File: config.mk
export PLATFORM = sky130hd
export DESIGN_NAME = bip_cpu_mc
export DESIGN_NICKNAME = d
export VERILOG_FILES = /design/src/rtl/bip_pkg.sv /design/src/rtl/bip_alu.sv /design/src/rtl/bip_cpu_mc.sv
export SDC_FILE = /design/constraint.sdc
export NUM_CORES = 1
export LEC_CHECK = 0
export CAP_MARGIN = 20
export CORE_MARGIN = 2
export CORE_UTILIZATION = 40
export DETAILED_ROUTE_END_ITERATION = 12
export PLACE_DENSITY_LB_ADDON = 0.1
export SLEW_MARGIN = 20
export SYNTH_ARGS = -nofsm -noshare
export SYNTH_HDL_FRONTEND = slang
export SYNTH_HIERARCHICAL = 1
export SYNTH_SLANG_ARGS = --single-unit
File: constraint.sdc
create_clock -name i_clk -period 4.2 [get_ports i_clk]
set_input_delay 0.84 -clock i_clk [delete_from_list [all_inputs] [get_ports i_clk]]
set_output_delay 0.84 -clock i_clk [all_outputs]
set_load 0.1 [all_outputs]
File: src/rtl/bip_pkg.sv
// -----------------------------------------------------------------------------
// bip_pkg
// Shared definitions for the multicycle BIP CPU: opcode values, FSM state
// encoding, ALU operation encoding and the decode helpers used by the top.
// No ports (package).
// -----------------------------------------------------------------------------
package bip_pkg;

   localparam logic [4:0] OP_HLT  = 5'b00000;
   localparam logic [4:0] OP_STO  = 5'b00001;
   localparam logic [4:0] OP_LD   = 5'b00010;
   localparam logic [4:0] OP_LDI  = 5'b00011;
   localparam logic [4:0] OP_ADD  = 5'b00100;
   localparam logic [4:0] OP_ADDI = 5'b00101;
   localparam logic [4:0] OP_SUB  = 5'b00110;
   localparam logic [4:0] OP_SUBI = 5'b00111;
   localparam logic [4:0] OP_AND  = 5'b01000;
   localparam logic [4:0] OP_ANDI = 5'b01001;
   localparam logic [4:0] OP_OR   = 5'b01010;
   localparam logic [4:0] OP_ORI  = 5'b01011;
   localparam logic [4:0] OP_XOR  = 5'b01100;
   localparam logic [4:0] OP_XORI = 5'b01101;
   localparam logic [4:0] OP_BEQ  = 5'b01110;
   localparam logic [4:0] OP_BNE  = 5'b01111;
   localparam logic [4:0] OP_JMP  = 5'b10000;

   typedef enum logic [1:0] {
      ST_FETCH = 2'd0,
      ST_EXEC  = 2'd1,
      ST_MEM   = 2'd2,
      ST_HALT  = 2'd3
   } state_t;

   typedef enum logic [2:0] {
      ALU_PASS = 3'd0,
      ALU_ADD  = 3'd1,
      ALU_SUB  = 3'd2,
      ALU_AND  = 3'd3,
      ALU_OR   = 3'd4,
      ALU_XOR  = 3'd5
   } alu_op_t;

   // What the EXEC state has to do with an instruction.
   typedef enum logic [2:0] {
      CL_IMM     = 3'd0,
      CL_MEM_RD  = 3'd1,
      CL_STO     = 3'd2,
      CL_BEQ     = 3'd3,
      CL_BNE     = 3'd4,
      CL_JMP     = 3'd5,
      CL_HLT     = 3'd6,
      CL_ILLEGAL = 3'd7
   } op_class_t;

   function automatic op_class_t op_class(input logic [4:0] opcode);
      case (opcode)
         OP_HLT:                                    return CL_HLT;
         OP_STO:                                    return CL_STO;
         OP_LD, OP_ADD, OP_SUB, OP_AND, OP_OR, OP_XOR:
                                                    return CL_MEM_RD;
         OP_LDI, OP_ADDI, OP_SUBI, OP_ANDI, OP_ORI, OP_XORI:
                                                    return CL_IMM;
         OP_BEQ:                                    return CL_BEQ;
         OP_BNE:                                    return CL_BNE;
         OP_JMP:                                    return CL_JMP;
         default:                                   return CL_ILLEGAL;
      endcase
   endfunction

   // Memory and immediate forms of an operation share one ALU op.
   function automatic alu_op_t alu_op_of(input logic [4:0] opcode);
      case (opcode)
         OP_ADD, OP_ADDI: return ALU_ADD;
         OP_SUB, OP_SUBI: return ALU_SUB;
         OP_AND, OP_ANDI: return ALU_AND;
         OP_OR,  OP_ORI:  return ALU_OR;
         OP_XOR, OP_XORI: return ALU_XOR;
         default:         return ALU_PASS;
      endcase
   endfunction

endpackage

File: src/rtl/bip_alu.sv
// -----------------------------------------------------------------------------
// bip_alu
// Combinational accumulator ALU: result = op(a, b).
// Ports:
//   a       accumulator operand
//   b       memory data or sign-extended immediate
//   alu_op  operation select (pass-b/add/sub/and/or/xor)
//   result  NB_DATA-wide result, add/sub wrap modulo 2^NB_DATA
// -----------------------------------------------------------------------------
module bip_alu
   import bip_pkg::*;
#(
   parameter int NB_DATA = 16
) (
   input  logic [NB_DATA-1:0] a,
   input  logic [NB_DATA-1:0] b,
   input  alu_op_t            alu_op,
   output logic [NB_DATA-1:0] result
);

   always_comb begin
      result = b;
      case (alu_op)
         ALU_ADD:  result = a + b;
         ALU_SUB:  result = a - b;
         ALU_AND:  result = a & b;
         ALU_OR:   result = a | b;
         ALU_XOR:  result = a ^ b;
         default:  result = b;
      endcase
   end

endmodule

File: src/rtl/bip_cpu_mc.sv
// -----------------------------------------------------------------------------
// bip_cpu_mc
// Multicycle BIP CPU: PC, instruction register, FSM and accumulator datapath.
// Talks to a synchronous 1-cycle program ROM and a variable-latency data RAM
// through a request/acknowledge handshake.
// Ports:
//   i_clk, i_rst          clock, synchronous active-high reset
//   i_instruc             ROM data (valid one cycle after the PC is driven)
//   i_data_memory         RAM read data, sampled on i_mem_ack
//   i_mem_ack             RAM completes the pending request this cycle
//   o_addr_program_mem    PC
//   o_addr_data_mem       data address from the latched instruction
//   o_data_memory         store data (accumulator)
//   o_WrRam, o_RdRam      registered requests, held until acknowledged
//   o_acc                 accumulator
//   o_halt                CPU halted (leaves only through reset)
//   o_illegal             one-cycle pulse for an undefined opcode
// -----------------------------------------------------------------------------
module bip_cpu_mc
   import bip_pkg::*;
#(
   parameter int NB_INSTRUC = 16,
   parameter int NB_OPCODE  = 5,
   parameter int NB_OPERAND = 11,
   parameter int NB_ADDR    = 11,
   parameter int NB_DATA    = 16
) (
   input  logic                  i_clk,
   input  logic                  i_rst,
   input  logic [NB_INSTRUC-1:0] i_instruc,
   input  logic [NB_DATA-1:0]    i_data_memory,
   input  logic                  i_mem_ack,
   output logic [NB_ADDR-1:0]    o_addr_program_mem,
   output logic [NB_ADDR-1:0]    o_addr_data_mem,
   output logic [NB_DATA-1:0]    o_data_memory,
   output logic                  o_WrRam,
   output logic                  o_RdRam,
   output logic [NB_DATA-1:0]    o_acc,
   output logic                  o_halt,
   output logic                  o_illegal
);

   state_t                  state_reg, state_next;
   logic [NB_ADDR-1:0]      pc_reg, pc_next, pc_inc;
   logic [NB_INSTRUC-1:0]   ir_reg, ir_next;
   logic [NB_DATA-1:0]      acc_reg, acc_next;
   logic                    rd_reg, rd_next;
   logic                    wr_reg, wr_next;
   logic                    illegal_reg, illegal_next;

   logic [NB_OPCODE-1:0]    ex_opcode, ir_opcode;
   logic [NB_OPERAND-1:0]   ex_operand, ir_operand;
   logic [4:0]              ex_op5, ir_op5;
   logic [NB_DATA-1:0]      ex_imm;
   logic [NB_ADDR-1:0]      ex_target;
   op_class_t               ex_class;

   alu_op_t                 alu_op;
   logic [NB_DATA-1:0]      alu_b;
   logic [NB_DATA-1:0]      alu_result;

   // EXEC decodes straight from the ROM output; MEM works from the IR copy.
   assign ex_opcode  = i_instruc[NB_INSTRUC-1 -: NB_OPCODE];
   assign ex_operand = i_instruc[NB_OPERAND-1:0];
   assign ir_opcode  = ir_reg[NB_INSTRUC-1 -: NB_OPCODE];
   assign ir_operand = ir_reg[NB_OPERAND-1:0];
   assign ex_op5     = 5'(ex_opcode);
   assign ir_op5     = 5'(ir_opcode);
   assign ex_imm     = NB_DATA'($signed(ex_operand));
   assign ex_target  = ex_operand[NB_ADDR-1:0];
   assign pc_inc     = pc_reg + NB_ADDR'(1);

   // Opcode bits above the 5 defined ones must be zero to be legal.
   assign ex_class = ((ex_opcode >> 5) != '0) ? CL_ILLEGAL : op_class(ex_op5);

   assign alu_op = (state_reg == ST_EXEC) ? alu_op_of(ex_op5) : alu_op_of(ir_op5);
   assign alu_b  = (state_reg == ST_EXEC) ? ex_imm : i_data_memory;

   bip_alu #(
      .NB_DATA (NB_DATA)
   ) u_alu (
      .a      (acc_reg),
      .b      (alu_b),
      .alu_op (alu_op),
      .result (alu_result)
   );

   always_ff @(posedge i_clk) begin
      if (i_rst) begin
         state_reg   <= ST_FETCH;
         pc_reg      <= '0;
         ir_reg      <= '0;
         acc_reg     <= '0;
         rd_reg      <= 1'b0;
         wr_reg      <= 1'b0;
         illegal_reg <= 1'b0;
      end else begin
         state_reg   <= state_next;
         pc_reg      <= pc_next;
         ir_reg      <= ir_next;
         acc_reg     <= acc_next;
         rd_reg      <= rd_next;
         wr_reg      <= wr_next;
         illegal_reg <= illegal_next;
      end
   end

   always_comb begin
      state_next   = state_reg;
      pc_next      = pc_reg;
      ir_next      = ir_reg;
      acc_next     = acc_reg;
      rd_next      = rd_reg;
      wr_next      = wr_reg;
      illegal_next = 1'b0;
      case (state_reg)
         ST_FETCH: state_next = ST_EXEC;
         ST_EXEC: begin
            ir_next    = i_instruc;
            state_next = ST_FETCH;
            case (ex_class)
               CL_IMM: begin
                  acc_next = alu_result;
                  pc_next  = pc_inc;
               end
               CL_MEM_RD: begin
                  rd_next    = 1'b1;
                  state_next = ST_MEM;
               end
               CL_STO: begin
                  wr_next    = 1'b1;
                  state_next = ST_MEM;
               end
               CL_BEQ:  pc_next = (acc_reg == '0) ? ex_target : pc_inc;
               CL_BNE:  pc_next = (acc_reg != '0) ? ex_target : pc_inc;
               CL_JMP:  pc_next = ex_target;
               CL_HLT:  state_next = ST_HALT;
               default: begin
                  illegal_next = 1'b1;
                  pc_next      = pc_inc;
               end
            endcase
         end
         ST_MEM: begin
            // Request and address stay put until the RAM acknowledges.
            if (i_mem_ack) begin
               if (rd_reg) begin
                  acc_next = alu_result;
               end
               pc_next    = pc_inc;
               rd_next    = 1'b0;
               wr_next    = 1'b0;
               state_next = ST_FETCH;
            end
         end
         default: ; // ST_HALT: everything frozen until reset
      endcase
   end

   assign o_addr_program_mem = pc_reg;
   assign o_addr_data_mem    = ir_operand[NB_ADDR-1:0];
   assign o_data_memory      = acc_reg;
   assign o_WrRam            = wr_reg;
   assign o_RdRam            = rd_reg;
   assign o_acc              = acc_reg;
   assign o_halt             = (state_reg == ST_HALT);
   assign o_illegal          = illegal_reg;

endmodule

== Yosys cells after proc, flatten, opt, wreduce, memory -nomap -nowiden ==
Memories as Yosys holds them, arrays and structs flattened. A register that Yosys moved wholly into a read port is not among the register bits.
Cells that the tools add are included.
Storage, ports and cells
  logic and storage cells: 77
  ROM bits: 192
  memories kept: 3
  register bits: 48
  RAM bits: 0
  bits of input ports: 35
  output and inout bits: 58
  bits in latches: 0
Memories
  (name not given): words 32, bits a word 3, read ports 1, clocked after Yosys merged registers in 0, write ports 0, RTL line bip_pkg.sv:56  | case (opcode)
  (name not given): words 16, bits a word 3, read ports 1, clocked after Yosys merged registers in 1, write ports 0, RTL line bip_pkg.sv:72  | case (opcode)
  (name not given): words 16, bits a word 3, read ports 1, clocked after Yosys merged registers in 0, write ports 0, RTL line bip_pkg.sv:72
Operators by class
  div/mod/pow operators: 0
  shift operators: 0
  magnitude comparators: 0
  add/sub/neg operators: 3
  reduce and logical (&&, ||, !) cells: 15
  multiply operators: 0
  bitwise logic cells: 4
  eq/ne operators: 20
  multiplexer cells: 25
Operator list (count)
  16-bit one-hot mux with 5 select lines: 1
  16-bit two-way mux: 4
  11-bit one-hot mux with 4 select lines: 1
  11-bit two-way mux: 3
  16-bit one-hot mux with 2 select lines: 1
  11-bit one-hot mux with 2 select lines: 1
  16-bit adder: 1
  16-bit bitwise AND: 1
  16-bit logical NOT: 1
  16-bit bitwise OR: 1
  16-bit nonzero test: 1
  16-bit subtractor: 1
  16-bit XOR: 1
  3-bit == test, second input constant: 5
  3-bit by 2-bit == test with 1-bit output, second input constant: 4
  11-bit by 1-bit adder with 11-bit output, second input constant: 1
  3-bit two-way mux: 3
  3-bit AND reduction: 3
  4-bit two-way mux: 2
  7-bit OR reduction: 1
  3-bit by 1-bit == test with 1-bit output, second input constant: 2
  2-bit by 1-bit != test with 1-bit output, second input constant: 3
  2-bit != test, second input constant: 3
  2-bit one-hot mux with 3 select lines: 1
  15 further kinds: 21

== Depth between registers and ports, before layout ==
An unclocked memory read counts as a cell.
  depth after elaboration: 8
  gate-level depth with buffers: 21
  depth with buffers taken out: 19

== Modules after synthesis ==
The synthesis kept the hierarchy.
By module, submodules not included
  bip_cpu_mc: area each 2870.3 um^2, times used 1, sequential area each 1001.0 um^2, cells each 363
  bip_alu: area each 2307.2 um^2, times used 1, sequential area each 0.0 um^2, cells each 320

== Worst setup path before layout ==
OpenSTA, ideal clock, no wires.
  path kind: input to register
  from: in i_instruc[12]
  to: reg acc_reg[12], in the netlist o_acc[12]
  arrival time: 4024 ps
  setup time: 128 ps
  setup slack: 49 ps
  cell stages on the path: 19
  data required time: 4072 ps
  buffers on the path: 2
  cells stage by stage: buf_6 inv_1 ha_1 a21oi_1 o31ai_1 nor2_1 and2_2 clkbuf_1 a31oi_1 xnor2_1 ha_1 a21oi_1 nand2_1 o21ai_2 a211oi_1 or3_1 a31o_1 mux2i_1 nor2_1
Between the ends
  word-level cells in the longest chain between the ends: 8
  elaborated cells between the ends (all ways): 17
  classes of those cells: eq/ne: 6; mux: 7; reduce/logical: 2; memory: 2
Ends and longest elaborated chain
  start, declared: RTL line bip_cpu_mc.sv:30  | input logic [NB_INSTRUC-1:0] i_instruc,
  memory 16 x 3 bit (*)
  3-bit two-way mux (*): RTL line bip_pkg.sv:72
  3-bit two-way mux (*): RTL line bip_cpu_mc.sv:76  | assign alu_op = (state_reg == ST_EXEC) ? alu_op_of(ex_op5) : alu_op_of(ir_op5);
  named net alu_op[0]: RTL line bip_cpu_mc.sv:58  | alu_op_t alu_op;
  3-bit == test (tied with other cells): RTL line bip_alu.sv:23  | case (alu_op)
  16-bit one-hot mux with 5 select lines (*): RTL line bip_alu.sv:23
  16-bit two-way mux: RTL line bip_cpu_mc.sv:147  | if (rd_reg) begin
  16-bit two-way mux: RTL line bip_cpu_mc.sv:146  | if (i_mem_ack) begin
  16-bit one-hot mux with 2 select lines (*): RTL line bip_cpu_mc.sv:116  | case (state_reg)
  named net acc_next[12]: RTL line bip_cpu_mc.sv:46  | logic [NB_DATA-1:0] acc_reg, acc_next;
  end signal, assigned: RTL line bip_cpu_mc.sv:101  | acc_reg <= acc_next;
  end, declared: RTL line bip_cpu_mc.sv:46
The timed path passes the listed nets; every way through them passes the cells marked *. The select of a mux whose other input is x is not followed.
A chain may end at the register's enable or synchronous reset.

== Final worst setup path ==
  from: in i_instruc[14]
  to: reg acc_reg[13], in the netlist o_acc[13]
Same word-level chain as after synthesis.

==> metrics.yaml <==
status: "finished, final reports clean"
arrival_ns: 4.22
multi_input_area_sq_mm: 0.00368
largest_register_ffs: 16
crit_chain: "clkdlybuf4s50_1 -> buf_4 -> a21oi_2 -> o31ai_2 -> nor2_2 -> buf_4 -> and2_2 -> a31oi_1 -> xnor2_1 -> ha_1 -> and4_4 -> nand4_1 -> a211o_1 -> and4_1 -> o21ai_1 -> a21oi_1 -> mux2i_1 -> nor2_1"
seqPwrFrac_pct: 25.8
area_growth_pct: 31.4
setup_viol: 0
critPathSlowestCell: "clkdlybuf4s50_1"
clk_root_buffer_cell: "clkbuf_16"
synth-edff-count: 0
synthTopCellsByArea: "dfxtp_1, ha_1, nand2_1"
async_flop_share_pct: 0
synthTopCellsByCount: "nand2_1, nor2_1, ha_1"
dp_hpwl_microns: 11800
end_kind: "flip-flop"
die_y_microns: 118
drt_iter0_drc: 463
syn-cell-area_sq_mm: 0.00518
synth.distinct_cells: 78
fp.coreArea_sq_mm: 0.0126
dpl_worst_slack_ns: -0.285
num_io_pins: 93
critical-path-top-delay-family: "compound AO/OA/AOI/OAI gates"
rows: 41
yosysTopAreaCellShare_pct: 19.3
p_clk_share_pct: 24.7
fmax_mhz: 248
setup_slack_ns: 0.169
worst_pin_slew_ns: 1.01
cp_max_fo: 11
synth.most_common_cell: "nand2_1"
dr.pass1.iters: 5
antenna_found_initial: 0
holdWs_ns: 0.455
detail-route-antenna-nets: 0
numCtsBuffers: 5
p_int_w: 0.00120
post-route-period-util_pct: 96.0
synth_nets: 774
grt_max_degree: 42
synth_ff_type: "dfxtp_1"
holdBufCountCts: 0
vias: 5344
seq_area_frac_synth_pct: 19.3
hold_path_class: "flip-flop to flip-flop"
path_class: "input pin to flip-flop"
crit_top_cell: "buf_4"
post-route-util_pct: 53.9
cts_tree: "built"
powerDensity_mw_per_mm2: 304
swShare_pct: 41.9
place.gp.congestion: 0.847
avgSynthCellArea_sq_um: 7.58
worstSkewPairLatency_ns: 0.30
cts_max_path_buffers: 2
routed_wl_microns: 16300
grt_pass1_vias: 5210
num_antenna_cells: 0
clk_pin_slew_worst_paths_ns: 0.07
p_sw_w: 0.000866
globalRouteTotalUtil_pct: 23.1
drc: 0
slowest_delay_ns: 0.49
hold_viol_final: 0
routedWlPerCell_microns: 16.7
cp.required_ns: 4.39
drv_slew: 0
yosysWarnings: 6
grt_pass1_wl_microns: 26500
slew_headroom_pct: 32.2
vdd_drop_max_mv: 0.152
skew_ns: 0.00385
drv_cap: 0
viasPerCell: 5.46
cts_htree_levels: 2
drive_above_1_share_pct: 18.4
grt.overflow.total: 0
seqCellArea_sq_mm: 0.00100
synth_cells: 683
initial_core_util_pct: 41.0
startpoint_type: "input pin"
fp.dieW_microns: 118
port_buffers: 92
yosys_register_bits: 50
period_needed_ns: 4.03
finish.net_count: 896
critPathBufInv: 3
combPwrFrac_pct: 49.6
yosysTopAreaCell: "dfxtp_1"
leakage_nw: 2.91
fill_cells: 1244
die-area_sq_mm: 0.0139
cts_sinks: 50
-- power groups by stage --
stage | logic [W] | registers (W) | clock network (W)
floorplan | 0.000585 | 0.000639 | 0
global placement | 0.000951 | 0.000542 | 0
detailed placement | 0.000962 | 0.000543 | 0
CTS | 0.000966 | 0.000532 | 0.000523
global route | 0.00111 | 0.000538 | 0.000532
finish | 0.00102 | 0.000532 | 0.000510
-- cell usage in the layout, fill, tap and decap left out, drive strengths merged, types with 11 or more instances in the layout --
cell,synthesis,routed
a31oi,17,17
buf,40,85
inv,44,45
xnor2,21,21
mux2i,18,18
ha,55,55
clkdlybuf4s50,0,89
a21oi,53,53
a222oi,11,11
nand3,24,24
o21ai,19,19
nand2,104,104
a21o,25,25
nor2,65,65
dfxtp,50,50
-- per-layer routing --
| metal | GRT usage, % | part of all wire [%] | wire length, microns | vias up |
|---|---|---|---|---|
| met2 | 40.2 | 48 | 7860 | 149 |
| met4 | 5.80 | 1.5 | 249 | 0 |
| li1 | - | - | - | 2620 |
| met1 | 30.0 | 45 | 7400 | 2557 |
| met3 | 3.29 | 5.1 | 827 | 18 |
| met5 | 0 | 0 | 0 | - |
-- cell families after synthesis --
kind of cell / share of synthesized area (%)
xor gates and xnor gates: 3.87
buffers and inverters: 11.9
and+or+nand+nor: 24.1
AOI/OAI and AO/OA: 22.9
adders and majority gates: 13.7
muxes: 4.13
DFF: 19.3
-- path summary, 6_finish.rpt --
path / start / endpoint / slack [ns] / cells after the start
worst min register to register: ir_reg[7] / ir_reg[7] / 0.45 / 2
worst max register to register: state_reg[0] / o_acc[13] / 0.54 / 20
worst max-delay path: i_instruc[14] / o_acc[13] / 0.17 / 18
worst min-delay path: ir_reg[7] / ir_reg[7] / 0.45 / 2
-- stage by stage --
| stage | cells | setup TNS, ns | power (W) | area, sq um |
|---|---|---|---|---|
| after floorplan | 683 | 0 | 0.00122 | 5180 |
| after global placement | 961 | -1.05 | 0.00149 | 6430 |
| after detailed placement | 961 | -1.77 | 0.00151 | 6430 |
| after CTS | 969 | 0 | 0.00202 | 6610 |
| after global routing | 978 | -0.0956 | 0.00218 | 6800 |
| final | 978 | 0 | 0.00207 | 6800 |
-- worst reg2reg max path: stages (launching register included) --
cell     delay, ns
dfxtp_1       0.39
nor2b_1       0.20
buf_4         0.21
nand2_1       0.09
nand2_1       0.11
inv_1         0.08
ha_1          0.23
nand3_1       0.12
nor2_1        0.07
buf_4         0.15
a41oi_2       0.20
xnor2_1       0.09
ha_1          0.35
and4_4        0.25
nand4_1       0.09
a211o_1       0.31
and4_1        0.20
o21ai_1       0.14
a21oi_1       0.08
mux2i_1       0.14
nor2_1        0.05
-- repair_timing --
item,CTS,global route
endpoints found under the setup margin,0,10
setup buffers,0,8
gates resized for setup,0,32
-- area by class of cell --
| class | instances | share of cell area, % |
|---|---|---|
| Tap cell | 172 | 3.16 |
| Timing Repair Buffer | 176 | 22.9 |
| Clock buffer | 6 | 2.04 |
| Sequential cell | 50 | 14.7 |
| Multi-Input combinational cell | 528 | 54.2 |
| Inverter | 44 | 2.43 |
| Clock inverter | 2 | 0.570 |
Power figures use the tool's default switching activity.
